==> src/rtl/async_req_arbiter.sv <==
// async_req_arbiter
//   Arbitrates a shared resource between NREQ requesters that signal
//   asynchronously. Each request level is synchronized and edge-detected
//   into a pending bit. A three-state FSM (IDLE, GRANT, RELEASE) hands out
//   one registered one-hot grant at a time. The grant is released by done
//   or, after HOLD_MAX cycles, by a forced timeout.
//
//   Build option: define ROUND_ROBIN_EN for round-robin selection. The
//   search starts at the index after the last granted requester. Without
//   the macro, the lowest pending index always wins.
//
//   Handshake: a requester raises async_req to ask for service. Each rising
//   edge counts as one request. The resource owner sees its grant bit and
//   pulses done for one cycle to hand the resource back. done is looked at
//   only while busy is high.
//
//   Ports
//     clk        clock, rising edge
//     n_rst      asynchronous active-low reset
//     async_req  [NREQ]  asynchronous request levels
//     done       synchronous release from the resource
//     grant      [NREQ]  registered one-hot grant, zero when none is held
//     grant_id   index of the current or last granted requester
//     busy       high while the FSM is in GRANT
//     timeout    one-cycle pulse on the cycle a forced release is taken
//     state_dbg  current FSM state (0 IDLE, 1 GRANT, 2 RELEASE)
module async_req_arbiter #(
   parameter int NREQ     = 4,
   parameter int HOLD_MAX = 15
) (
   input  logic                    clk,
   input  logic                    n_rst,
   input  logic [NREQ-1:0]         async_req,
   input  logic                    done,
   output logic [NREQ-1:0]         grant,
   output logic [$clog2(NREQ)-1:0] grant_id,
   output logic                    busy,
   output logic                    timeout,
   output logic [1:0]              state_dbg
);

   localparam int IDW = $clog2(NREQ);
   localparam logic [7:0] HOLD_MAX_W = 8'(HOLD_MAX);

   typedef enum logic [1:0] {
      IDLE    = 2'd0,
      GRANT   = 2'd1,
      RELEASE = 2'd2
   } state_t;

   state_t            state, state_nxt;
   logic [NREQ-1:0]   sync1, sync2, sync3;
   logic              started;
   logic [NREQ-1:0]   armed;
   logic [NREQ-1:0]   rise;
   logic [NREQ-1:0]   pending, pending_nxt, clr;
   logic [NREQ-1:0]   grant_nxt, sel_onehot;
   logic [IDW-1:0]    grant_id_nxt, sel_idx;
   logic [7:0]        hold_cnt, hold_nxt;

   // Synchronizer, edge-detect copy and arming.
   // A requester is armed only after its synchronized level has been seen
   // low after reset. A level already high when reset is released
   // therefore gives no request until it falls and rises again.
   always_ff @(posedge clk or negedge n_rst) begin
      if (!n_rst) begin
         sync1   <= '0;
         sync2   <= '0;
         sync3   <= '0;
         started <= 1'b0;
         armed   <= '0;
      end else begin
         sync1   <= async_req;
         sync2   <= sync1;
         sync3   <= sync2;
         started <= 1'b1;
         if (started)
            armed <= armed | ~sync1;
      end
   end

   assign rise = sync2 & ~sync3 & armed;

`ifdef ROUND_ROBIN_EN
   localparam logic [IDW:0]   NREQ_W  = (IDW+1)'(NREQ);
   localparam logic [IDW-1:0] LAST_ID = IDW'(NREQ-1);

   logic [IDW-1:0]    rr_ptr, rr_off;
   logic [2*NREQ-1:0] rot2;
   logic [IDW:0]      rr_sum;

   // Rotate pending so that rr_ptr sits at bit 0. Take the lowest set bit,
   // then rotate the offset back into an absolute index.
   always_comb begin
      rot2   = {pending, pending} >> rr_ptr;
      rr_off = '0;
      for (int i = NREQ - 1; i >= 0; i--)
         if (rot2[i]) rr_off = IDW'(i);
      rr_sum = {1'b0, rr_ptr} + {1'b0, rr_off};
      if (rr_sum >= NREQ_W)
         rr_sum = rr_sum - NREQ_W;
      sel_idx = rr_sum[IDW-1:0];
   end

   always_ff @(posedge clk or negedge n_rst) begin
      if (!n_rst)
         rr_ptr <= '0;
      else if (state == IDLE && (|pending))
         rr_ptr <= (sel_idx == LAST_ID) ? '0 : sel_idx + 1'b1;
   end
`else
   always_comb begin
      sel_idx = '0;
      for (int i = NREQ - 1; i >= 0; i--)
         if (pending[i]) sel_idx = IDW'(i);
   end
`endif

   assign sel_onehot = NREQ'(1) << sel_idx;

   always_comb begin
      state_nxt    = state;
      grant_nxt    = grant;
      grant_id_nxt = grant_id;
      hold_nxt     = hold_cnt;
      clr          = '0;
      timeout      = 1'b0;
      case (state)
         IDLE: begin
            if (|pending) begin
               state_nxt    = GRANT;
               grant_nxt    = sel_onehot;
               grant_id_nxt = sel_idx;
               clr          = sel_onehot;
               hold_nxt     = 8'd1;
            end
         end
         GRANT: begin
            hold_nxt = hold_cnt + 8'd1;
            // done has priority over the forced release on the last cycle.
            if (done) begin
               state_nxt = RELEASE;
               grant_nxt = '0;
            end else if (hold_cnt == HOLD_MAX_W) begin
               state_nxt = RELEASE;
               grant_nxt = '0;
               timeout   = 1'b1;
            end
         end
         RELEASE: begin
            state_nxt = IDLE;
            grant_nxt = '0;
            hold_nxt  = '0;
         end
         default: begin
            state_nxt = IDLE;
            grant_nxt = '0;
         end
      endcase
      // A new edge in the same cycle as the clear keeps the bit set.
      pending_nxt = (pending & ~clr) | rise;
   end

   always_ff @(posedge clk or negedge n_rst) begin
      if (!n_rst) begin
         state    <= IDLE;
         grant    <= '0;
         grant_id <= '0;
         hold_cnt <= '0;
         pending  <= '0;
      end else begin
         state    <= state_nxt;
         grant    <= grant_nxt;
         grant_id <= grant_id_nxt;
         hold_cnt <= hold_nxt;
         pending  <= pending_nxt;
      end
   end

   assign busy      = (state == GRANT);
   assign state_dbg = state;

endmodule

==> config.mk <==
export PLATFORM = sky130hd
export DESIGN_NAME = async_req_arbiter
export DESIGN_NICKNAME = d
export VERILOG_FILES = /design/src/rtl/async_req_arbiter.sv
export SDC_FILE = /design/constraint.sdc
export NUM_CORES = 1
export LEC_CHECK = 0
export ABC_CLOCK_PERIOD_IN_PS = 2350
export BUFFER_PORTS_ARGS = -buffer_cell sky130_fd_sc_hd__buf_2
export CAP_MARGIN = 20
export CORE_UTILIZATION = 30
export DETAILED_ROUTE_END_ITERATION = 8
export GPL_ROUTABILITY_DRIVEN = 0
export GPL_TIMING_DRIVEN = 1
export PLACE_DENSITY_LB_ADDON = 0.08
export SKIP_CTS_REPAIR_TIMING = 1
export SLEW_MARGIN = 20
export SYNTH_ARGS = -nofsm -noshare
export SYNTH_HDL_FRONTEND = slang
export SYNTH_SLANG_ARGS = --single-unit
==> constraint.sdc <==
create_clock -name clk -period 2.35 [get_ports clk]
set_input_delay 0.47 -clock clk [delete_from_list [all_inputs] [get_ports clk]]
set_output_delay 0.47 -clock clk [all_outputs]
set_load 0.1 [all_outputs]
==> metrics.md, run 1 <==
| Metric | Value |
|---|---|
| IO Port Bufs | 16 |
| Yosys warning total | 0 |
| Seq cells post-synth | 37 |
| Vias/cell | 4.690 |
| Synthesized area per cell | 11.44 um2 |
| Die Y | 74.03 um |
| Fin. Hold Viols | 0 |
| Starting Density | 0.3210 |
| Most common flop cell mapped by yosys | dfrtp_1 |
| TritonCTS Buffers | 5 |
| Reg area | 928.4 um2 |
| DP Cell Count | 218 |
| Antenna Cells | 0 |
| CP endpoint | timeout |
| Die area | 5480 um2 |
| Largest net degree at the start of global routing | 38 |
| Critical R2R Launch | state_dbg[1] |
| Switching Share | 0.4528 |
| Peak VDD IR | 0.5747 mV |
| Post-DP HPWL | 2005 um |
| Grt total ovfl | 0 |
| Clock slew at reported path FFs | 0.08 ns |
| Most frequent cell after synthesis | dfrtp_1 |
| Root buf cell | clkbuf_8 |
| Sw Pwr | 0.001208 W |
| Die W | 74.03 um |
| Peak fanout along the critical path | 7 |
| Minimum clock period | 2.180 ns |
| Number of clock sinks | 37 |
| Global-route wire length before repair | 4850 um |
| Post-synth top area share | 0.5949 |
| RSZ-0062 raised after global routing | no |
| # DRC | 0 |
| Area contributors post-synth | dfrtp_1, a21o_1, ha_1, nand2_1, o21ai_0 |
| Area delta synth->final | 20.82% |
| Comb pwr share | 0.423 |
| Fin. max-slew vios | 0 |
| Nets | 169 |
| Status | finished clean |
| Slew margin rel. | 0.4583 |
| Post-Syn Area | 1556 um2 |
| Max Cap Violations | 0 |
| Antenna-violating nets left | 0 |
| CTS tree | done |
| Seq/Total Area, Yosys | 0.5949 |
| Area taken by multi-input logic gates | 606.8 um2 |
| Register share of total power | 0.329 |
| Yosys top cell by area | dfrtp_1 |
| Static Leak | 0.8659 nW |
| Tcrit/Tclk final | 0.9279 |
| Antenna violations before repair | 0 |
| Total Power | 0.002668 W |
| Vias in the first global route | 1010 |
| Cell internal pwr | 0.001460 W |
| DR WL/cell | 12.66 um |
| IO Count | 17 |
| Via Count | 1060 |
| Core ar. | 4848 um2 |
| Share of cells above drive strength 1 | 0.2453 |
| F_max | 458.6 MHz |
| Worst reg2reg endpoint | grant[3] |
| Mapped Nets | 147 |
| Clock Latency Late Sink | 0.29 ns |
| Hold Path Class | input pin to async pin |
| Kind of critical path | flop to output port |
| Clk buf depth | 2 |
| CP required | 1.88 ns |
| Pre-antenna DRT Iters | 4 |
| Non-Filler Instances | 226 |
| Post-synth EDFFs | 0 |
| WL final | 2862 um |
| R2r setup slk | 0.57 ns |
| Slew @ Worst Pin | 0.8125 ns |
| Hold WS | 0.2722 ns |
| WP data arrival | 1.71 ns |
| Ys async rst share | 1.000 |
| Filler cell count | 475 |
| R2r worst-path depth | 6 |
| Final setup viols | 0 |
| Pwr/cell area | 1419 nW/um2 |
| Clock Power Share | 0.249 |
| CP startpoint | hold_cnt[0] |
| Leading cell types by count after synthesis | dfrtp_1, nand2_1, inv_1, o21ai_0 |
| DR iter-0 viols | 41 |
| GRT Util Overall | 0.1213 |
| Cell count after synthesis | 136 |
| Fin Clk Skew | 0.008136 ns |
| Crit end category | output port |
| Total Neg Setup Slack | 0 ns |
| Htree depth | 2 |
| Post-synth cell types | 37 |
| Rows | 25 |
| CP Launch Type | flop |
-- flip-flops by register name, summed over array words and instances (netlist names), 4 cells and up --
signal,count
sync2,4
hold_cnt,8
armed,4
pending,4
sync1,4
grant,4
sync3,4
-- worst min path at each step --
stage	start	to	slack [ns]	cells after the start
after floorplan	n_rst	armed[0]	0.17	0
after global placement	sync2[2]	sync3[2]	0.36	0
after detailed placement	sync1[2]	sync2[2]	0.36	0
after CTS	async_req[3]	sync1[3]	0.27	1
after global routing	async_req[2]	sync1[2]	0.26	1
final	n_rst	hold_cnt[6]	0.27	1
-- critical path, cell delays in order, from the launching register on --
cell and delay [ns]:
dfrtp_1 0.40, ha_1 0.19, and3_1 0.28, nand2_1 0.12, nor2_4 0.11, clkbuf_4 0.32
-- cell families (layout without fill, tap and decap cells) --
| family | after synthesis | count (layout) | synth area share |
|---|---|---|---|
| AND/OR/NAND/NOR | 43 | 43 | 0.1688 |
| multiplexers | 1 | 1 | 0.009643 |
| buffers and inverters | 11 | 34 | 0.02813 |
| other | 1 | 1 | 0.002409 |
| AO/OA/AOI/OAI | 39 | 39 | 0.1640 |
| adder cells (fa/ha/maj) | 4 | 4 | 0.03216 |
| flip-flops | 37 | 37 | 0.5949 |
-- routing by layer --
metal  global-route usage  vias up  share of wire  routed length (um)
li1                     -      522              -                   -
met5                    0        -              0                   0
met1               0.1594      517           0.51                1446
met2               0.1798       19           0.45                1285
met3              0.04065        2          0.038                 108
met4              0.05769        0         0.0077                  22
-- placed cells by master, fill, tap and decap left out, types with 5 or more instances in the layout --
cell,instances
a21o_1,7
a21oi_1,6
buf_2,15
clkbuf_8,5
dfrtp_1,35
inv_1,9
nand2_1,13
nand3_1,5
nor2_1,6
o21ai_0,9
-- through the flow --
step / setup slack (ns) / util / cell area [um2]
final: 0.1695 / 0.3879 / 1881
after global routing: 0.05226 / 0.3879 / 1881
after CTS: 0.05174 / 0.3874 / 1878
after detailed placement: 0.3787 / 0.3590 / 1740
after global placement: 0.4105 / 0.3590 / 1740
after floorplan: 0.04211 / - / 1579
-- area by class of cell --
class	instances	area share
clock inverters	3	0.03659
inverters	9	0.01796
well taps	67	0.04458
repair buffers	17	0.04790
flip-flops and latches	37	0.4937
clock buffers	5	0.03659
multi-input cells	88	0.3227
-- power groups by stage --
stage	logic (W)	clock network (W)	registers, W
after global placement	0.00113	0	0.000885
after detailed placement	0.00113	0	0.000890
final	0.00113	0.000663	0.000877
after floorplan	0.000528	0	0.00127
after global routing	0.00122	0.000708	0.000899
after CTS	0.00114	0.000689	0.000879
No activity file was read; power rests on OpenSTA's default activity.
==> run 2: changes to the inputs <==
--- a/config.mk
+++ b/config.mk
@@ -5,6 +5,7 @@
 export SDC_FILE = /design/constraint.sdc
 export NUM_CORES = 1
 export LEC_CHECK = 0
+export ABC_AREA = 1
 export ABC_CLOCK_PERIOD_IN_PS = 2350
 export BUFFER_PORTS_ARGS = -buffer_cell sky130_fd_sc_hd__buf_2
 export CAP_MARGIN = 20
==> run 2 against run 1 <==
  * Register-to-register slack better by 0.15 ns
  * Worst setup slack worse by 0.0092 ns
  * Via count is 13% higher
  * Clock skew is 0.0028 ns higher
  * Critical path depth is 1 lower
  * Cell area is 0.93% higher
  * Final cell count is 21% higher
  * Critical endpoint unchanged
  * Total power is 7.8% lower
  * First-iteration DRC count is 15% higher
  * Clock power is 35% lower
==> metrics.md, run 2 <==
| Metric | Value |
|---|---|
| Status | finished clean (unchanged) |
| Rows | 26 (was 25) |
| Most frequent cell after synthesis | nand2_1 (was dfrtp_1) |
| Clock Power Share | 0.176 (was 0.249) |
| Cell count after synthesis | 180 (was 136) |
| Most frequent cells in the layout | nand2_1, dfrtp_1, inv_1 (was dfrtp_1, buf_2, nand2_1) |
| R2r setup slk | 0.72 ns (was 0.57 ns) |
| Mapped Nets | 191 (was 147) |
| Crit end category | output port (unchanged) |
| IO Count | 17 (unchanged) |
| RSZ-0062 raised after global routing | no (unchanged) |
| Comb pwr share | 0.474 (was 0.423) |
| Peak fanout along the critical path | 6 (was 7) |
| Vias/cell | 4.376 (was 4.690) |
| Fin. max-slew vios | 0 (unchanged) |
| DR WL/cell | 11.45 um (was 12.66 um) |
| Static Leak | 0.9897 nW (was 0.8659 nW) |
| Antenna violations before repair | 0 (unchanged) |
| Synth Area in XOR/XNOR | 0 (unchanged) |
| Clk buf depth | 2 (unchanged) |
| Fin. Hold Viols | 0 (unchanged) |
| Max FFs per register | 8 (unchanged) |
| Die area | 5609 um2 (was 5480 um2) |
| Yosys top cell by area | dfrtp_1 (unchanged) |
| Post-synth cell types | 19 (was 37) |
| Leading cell types by count after synthesis | nand2_1, dfrtp_1, inv_1 (was dfrtp_1, nand2_1, inv_1, o21ai_0) |
| Synthesized area per cell | 8.856 um2 (was 11.44 um2) |
| Tcrit/Tclk final | 0.9318 (was 0.9279) |
| GRT Util Overall | 0.1280 (was 0.1213) |
| Cell internal pwr | 0.001244 W (was 0.001460 W) |
| Largest net degree at the start of global routing | 21 (was 38) |
| Nets | 215 (was 169) |
| CP required | 1.88 ns (about the same) |
| IO Port Bufs | 16 (unchanged) |
| Seq cells post-synth | 37 (unchanged) |
| Total Neg Setup Slack | 0 ns (unchanged) |
| Die W | 74.90 um (was 74.03 um) |
| TritonCTS Buffers | 5 (unchanged) |
| Number of clock sinks | 37 (unchanged) |
| Post-synthesis adder-cell area fraction | 0.03140 (was 0.03215) |
| Minimum clock period | 2.190 ns (was 2.180 ns) |
| Clock slew at reported path FFs | 0.07 ns (was 0.08 ns) |
| Total Power | 0.002461 W (was 0.002668 W) |
| Starting Density | 0.3121 (was 0.3210) |
| CTS tree | done (unchanged) |
| Core ar. | 5107 um2 (was 4848 um2) |
| Antenna Cells | 0 (unchanged) |
| Largest family of logic cells by synthesized area | simple AND/OR/NAND/NOR gates (unchanged) |
| Synth Area in Simple Gates | 0.2677 (was 0.1688) |
| Most flops, register | hold_cnt (unchanged) |
| Global-route wire length before repair | 5257 um (was 4850 um) |
| Peak VDD IR | 0.5373 mV (was 0.5747 mV) |
| Pwr/cell area | 1297 nW/um2 (was 1419 nW/um2) |
| CP Launch Type | flop (unchanged) |
| Max Cap Violations | 0 (unchanged) |
| Seq/Total Area, Yosys | 0.5808 (was 0.5949) |
| Pre-antenna DRT Iters | 4 (unchanged) |
| WL final | 3136 um (was 2862 um) |
| Switching Share | 0.4945 (was 0.4528) |
| F_max | 456.7 MHz (was 458.6 MHz) |
| Die Y | 74.90 um (was 74.03 um) |
| Kind of critical path | flop to output port (unchanged) |
| Yosys warning total | 0 (unchanged) |
| # DRC | 0 (unchanged) |
| Root buf cell | clkbuf_8 (unchanged) |
| Post-synth top area share | 0.5808 (was 0.5949) |
| Mux contribution to synthesized area | 0 (was 0.009646) |
| Sw Pwr | 0.001217 W (was 0.001208 W) |
| Htree depth | 2 (unchanged) |
| Grt total ovfl | 0 (unchanged) |
| Post-synth EDFFs | 0 (unchanged) |
| Share of cells above drive strength 1 | 0.1814 (was 0.2453) |
| Most common cell after layout, fill and taps aside | nand2_1 (was dfrtp_1) |
| R2r worst-path depth | 9 (was 6) |
| Via Count | 1199 (was 1060) |
| Clock Latency Late Sink | 0.28 ns (was 0.29 ns) |
| DR iter-0 viols | 47 (was 41) |
| Critical R2R Launch | state_dbg[0] (was state_dbg[1]) |
| Area contributors post-synth | dfrtp_1, nand2_1, inv_1, nand3_1, nor2_1 (was dfrtp_1, a21o_1, ha_1, nand2_1, o21ai_0) |
| Most common flop cell mapped by yosys | dfrtp_1 (unchanged) |
| Post-Syn Area | 1594 um2 (was 1556 um2) |
| Register share of total power | 0.351 (was 0.329) |
| Area delta synth->final | 19.07% (was 20.82%) |
| Vias in the first global route | 1175 (was 1010) |
| Ys async rst share | 1.000 (unchanged) |
| Worst reg2reg endpoint | hold_cnt[3] (was grant[3]) |
| Compound-gate portion of the synthesized area | 0.05887 (was 0.1640) |
| Hold Path Class | input pin to async pin (unchanged) |
| Final setup viols | 0 (unchanged) |
| Antenna-violating nets left | 0 (unchanged) |
| Post-DP HPWL | 2380 um (was 2005 um) |
| WP data arrival | 1.72 ns (was 1.71 ns) |
| Fin Clk Skew | 0.01097 ns (was 0.008136 ns) |
-- run 2: routing by layer --
metal	up-vias	GRT usage	share of wire
li1	610	-	-
met1	567	0.1776	0.49
met2	20	0.1922	0.47
met3	2	0.02945	0.031
met4	0	0.05451	0.0070
met5	-	0	0
-- run 2: cell type report --
cell class / instances / area (um2)
Clock buffer: 7 / 86.33
Fill cell: 540 / 3209
Inverter: 25 / 98.84
Multi-Input combinational cell: 118 / 601.8
Sequential cell: 37 / 933.4
Tap cell: 70 / 87.58
Timing Repair Buffer: 17 / 90.09
-- run 2: power groups by stage --
| stage | logic, W | registers [W] | clock network (W) |
|---|---|---|---|
| after floorplan | 0.000551 | 0.00126 | 0 |
| after global placement | 0.00117 | 0.000870 | 0 |
| after detailed placement | 0.00117 | 0.000874 | 0 |
| after CTS | 0.00118 | 0.000862 | 0.000457 |
| after global routing | 0.00127 | 0.000878 | 0.000482 |
| final | 0.00117 | 0.000863 | 0.000432 |
-- run 2: kinds of logic after synthesis --
group | count (synthesis)
other | 1
AND/OR/NAND/NOR | 98
AO/OA/AOI/OAI | 15
adder cells (fa/ha/maj) | 4
buffers and inverters | 25
flip-flops | 37
-- run 2: stage by stage --
| stage | std cells | instance area [um2] | hold WS (ns) | util | worst slack [ns] |
|---|---|---|---|---|---|
| floorplan | 180 | 1634 | 0.1744 | - | -0.3594 |
| global placement | 267 | 1809 | 0.3543 | 0.3542 | 0.4034 |
| detailed placement | 267 | 1809 | 0.3537 | 0.3542 | 0.3729 |
| CTS | 274 | 1896 | 0.1439 | 0.3711 | 0.06036 |
| global route | 274 | 1898 | 0.1552 | 0.3716 | 0.07001 |
| finish | 274 | 1898 | 0.1231 | 0.3716 | 0.1603 |
-- run 2: worst max path at each step --
stage	from	to	slack (ns)	depth (start not counted)
floorplan	state_dbg[1]	timeout	-0.36	4
global placement	hold_cnt[0]	timeout	0.40	4
detailed placement	hold_cnt[0]	timeout	0.37	4
CTS	hold_cnt[0]	timeout	0.06	4
global route	hold_cnt[0]	timeout	0.07	4
finish	hold_cnt[0]	timeout	0.16	4
-- run 2: worst max-delay path: stages, from the launching register on --
cell and delay [ns]:
dfrtp_1 0.43, ha_1 0.23, nand3_2 0.18, nor4_4 0.24
clkbuf_4 0.37
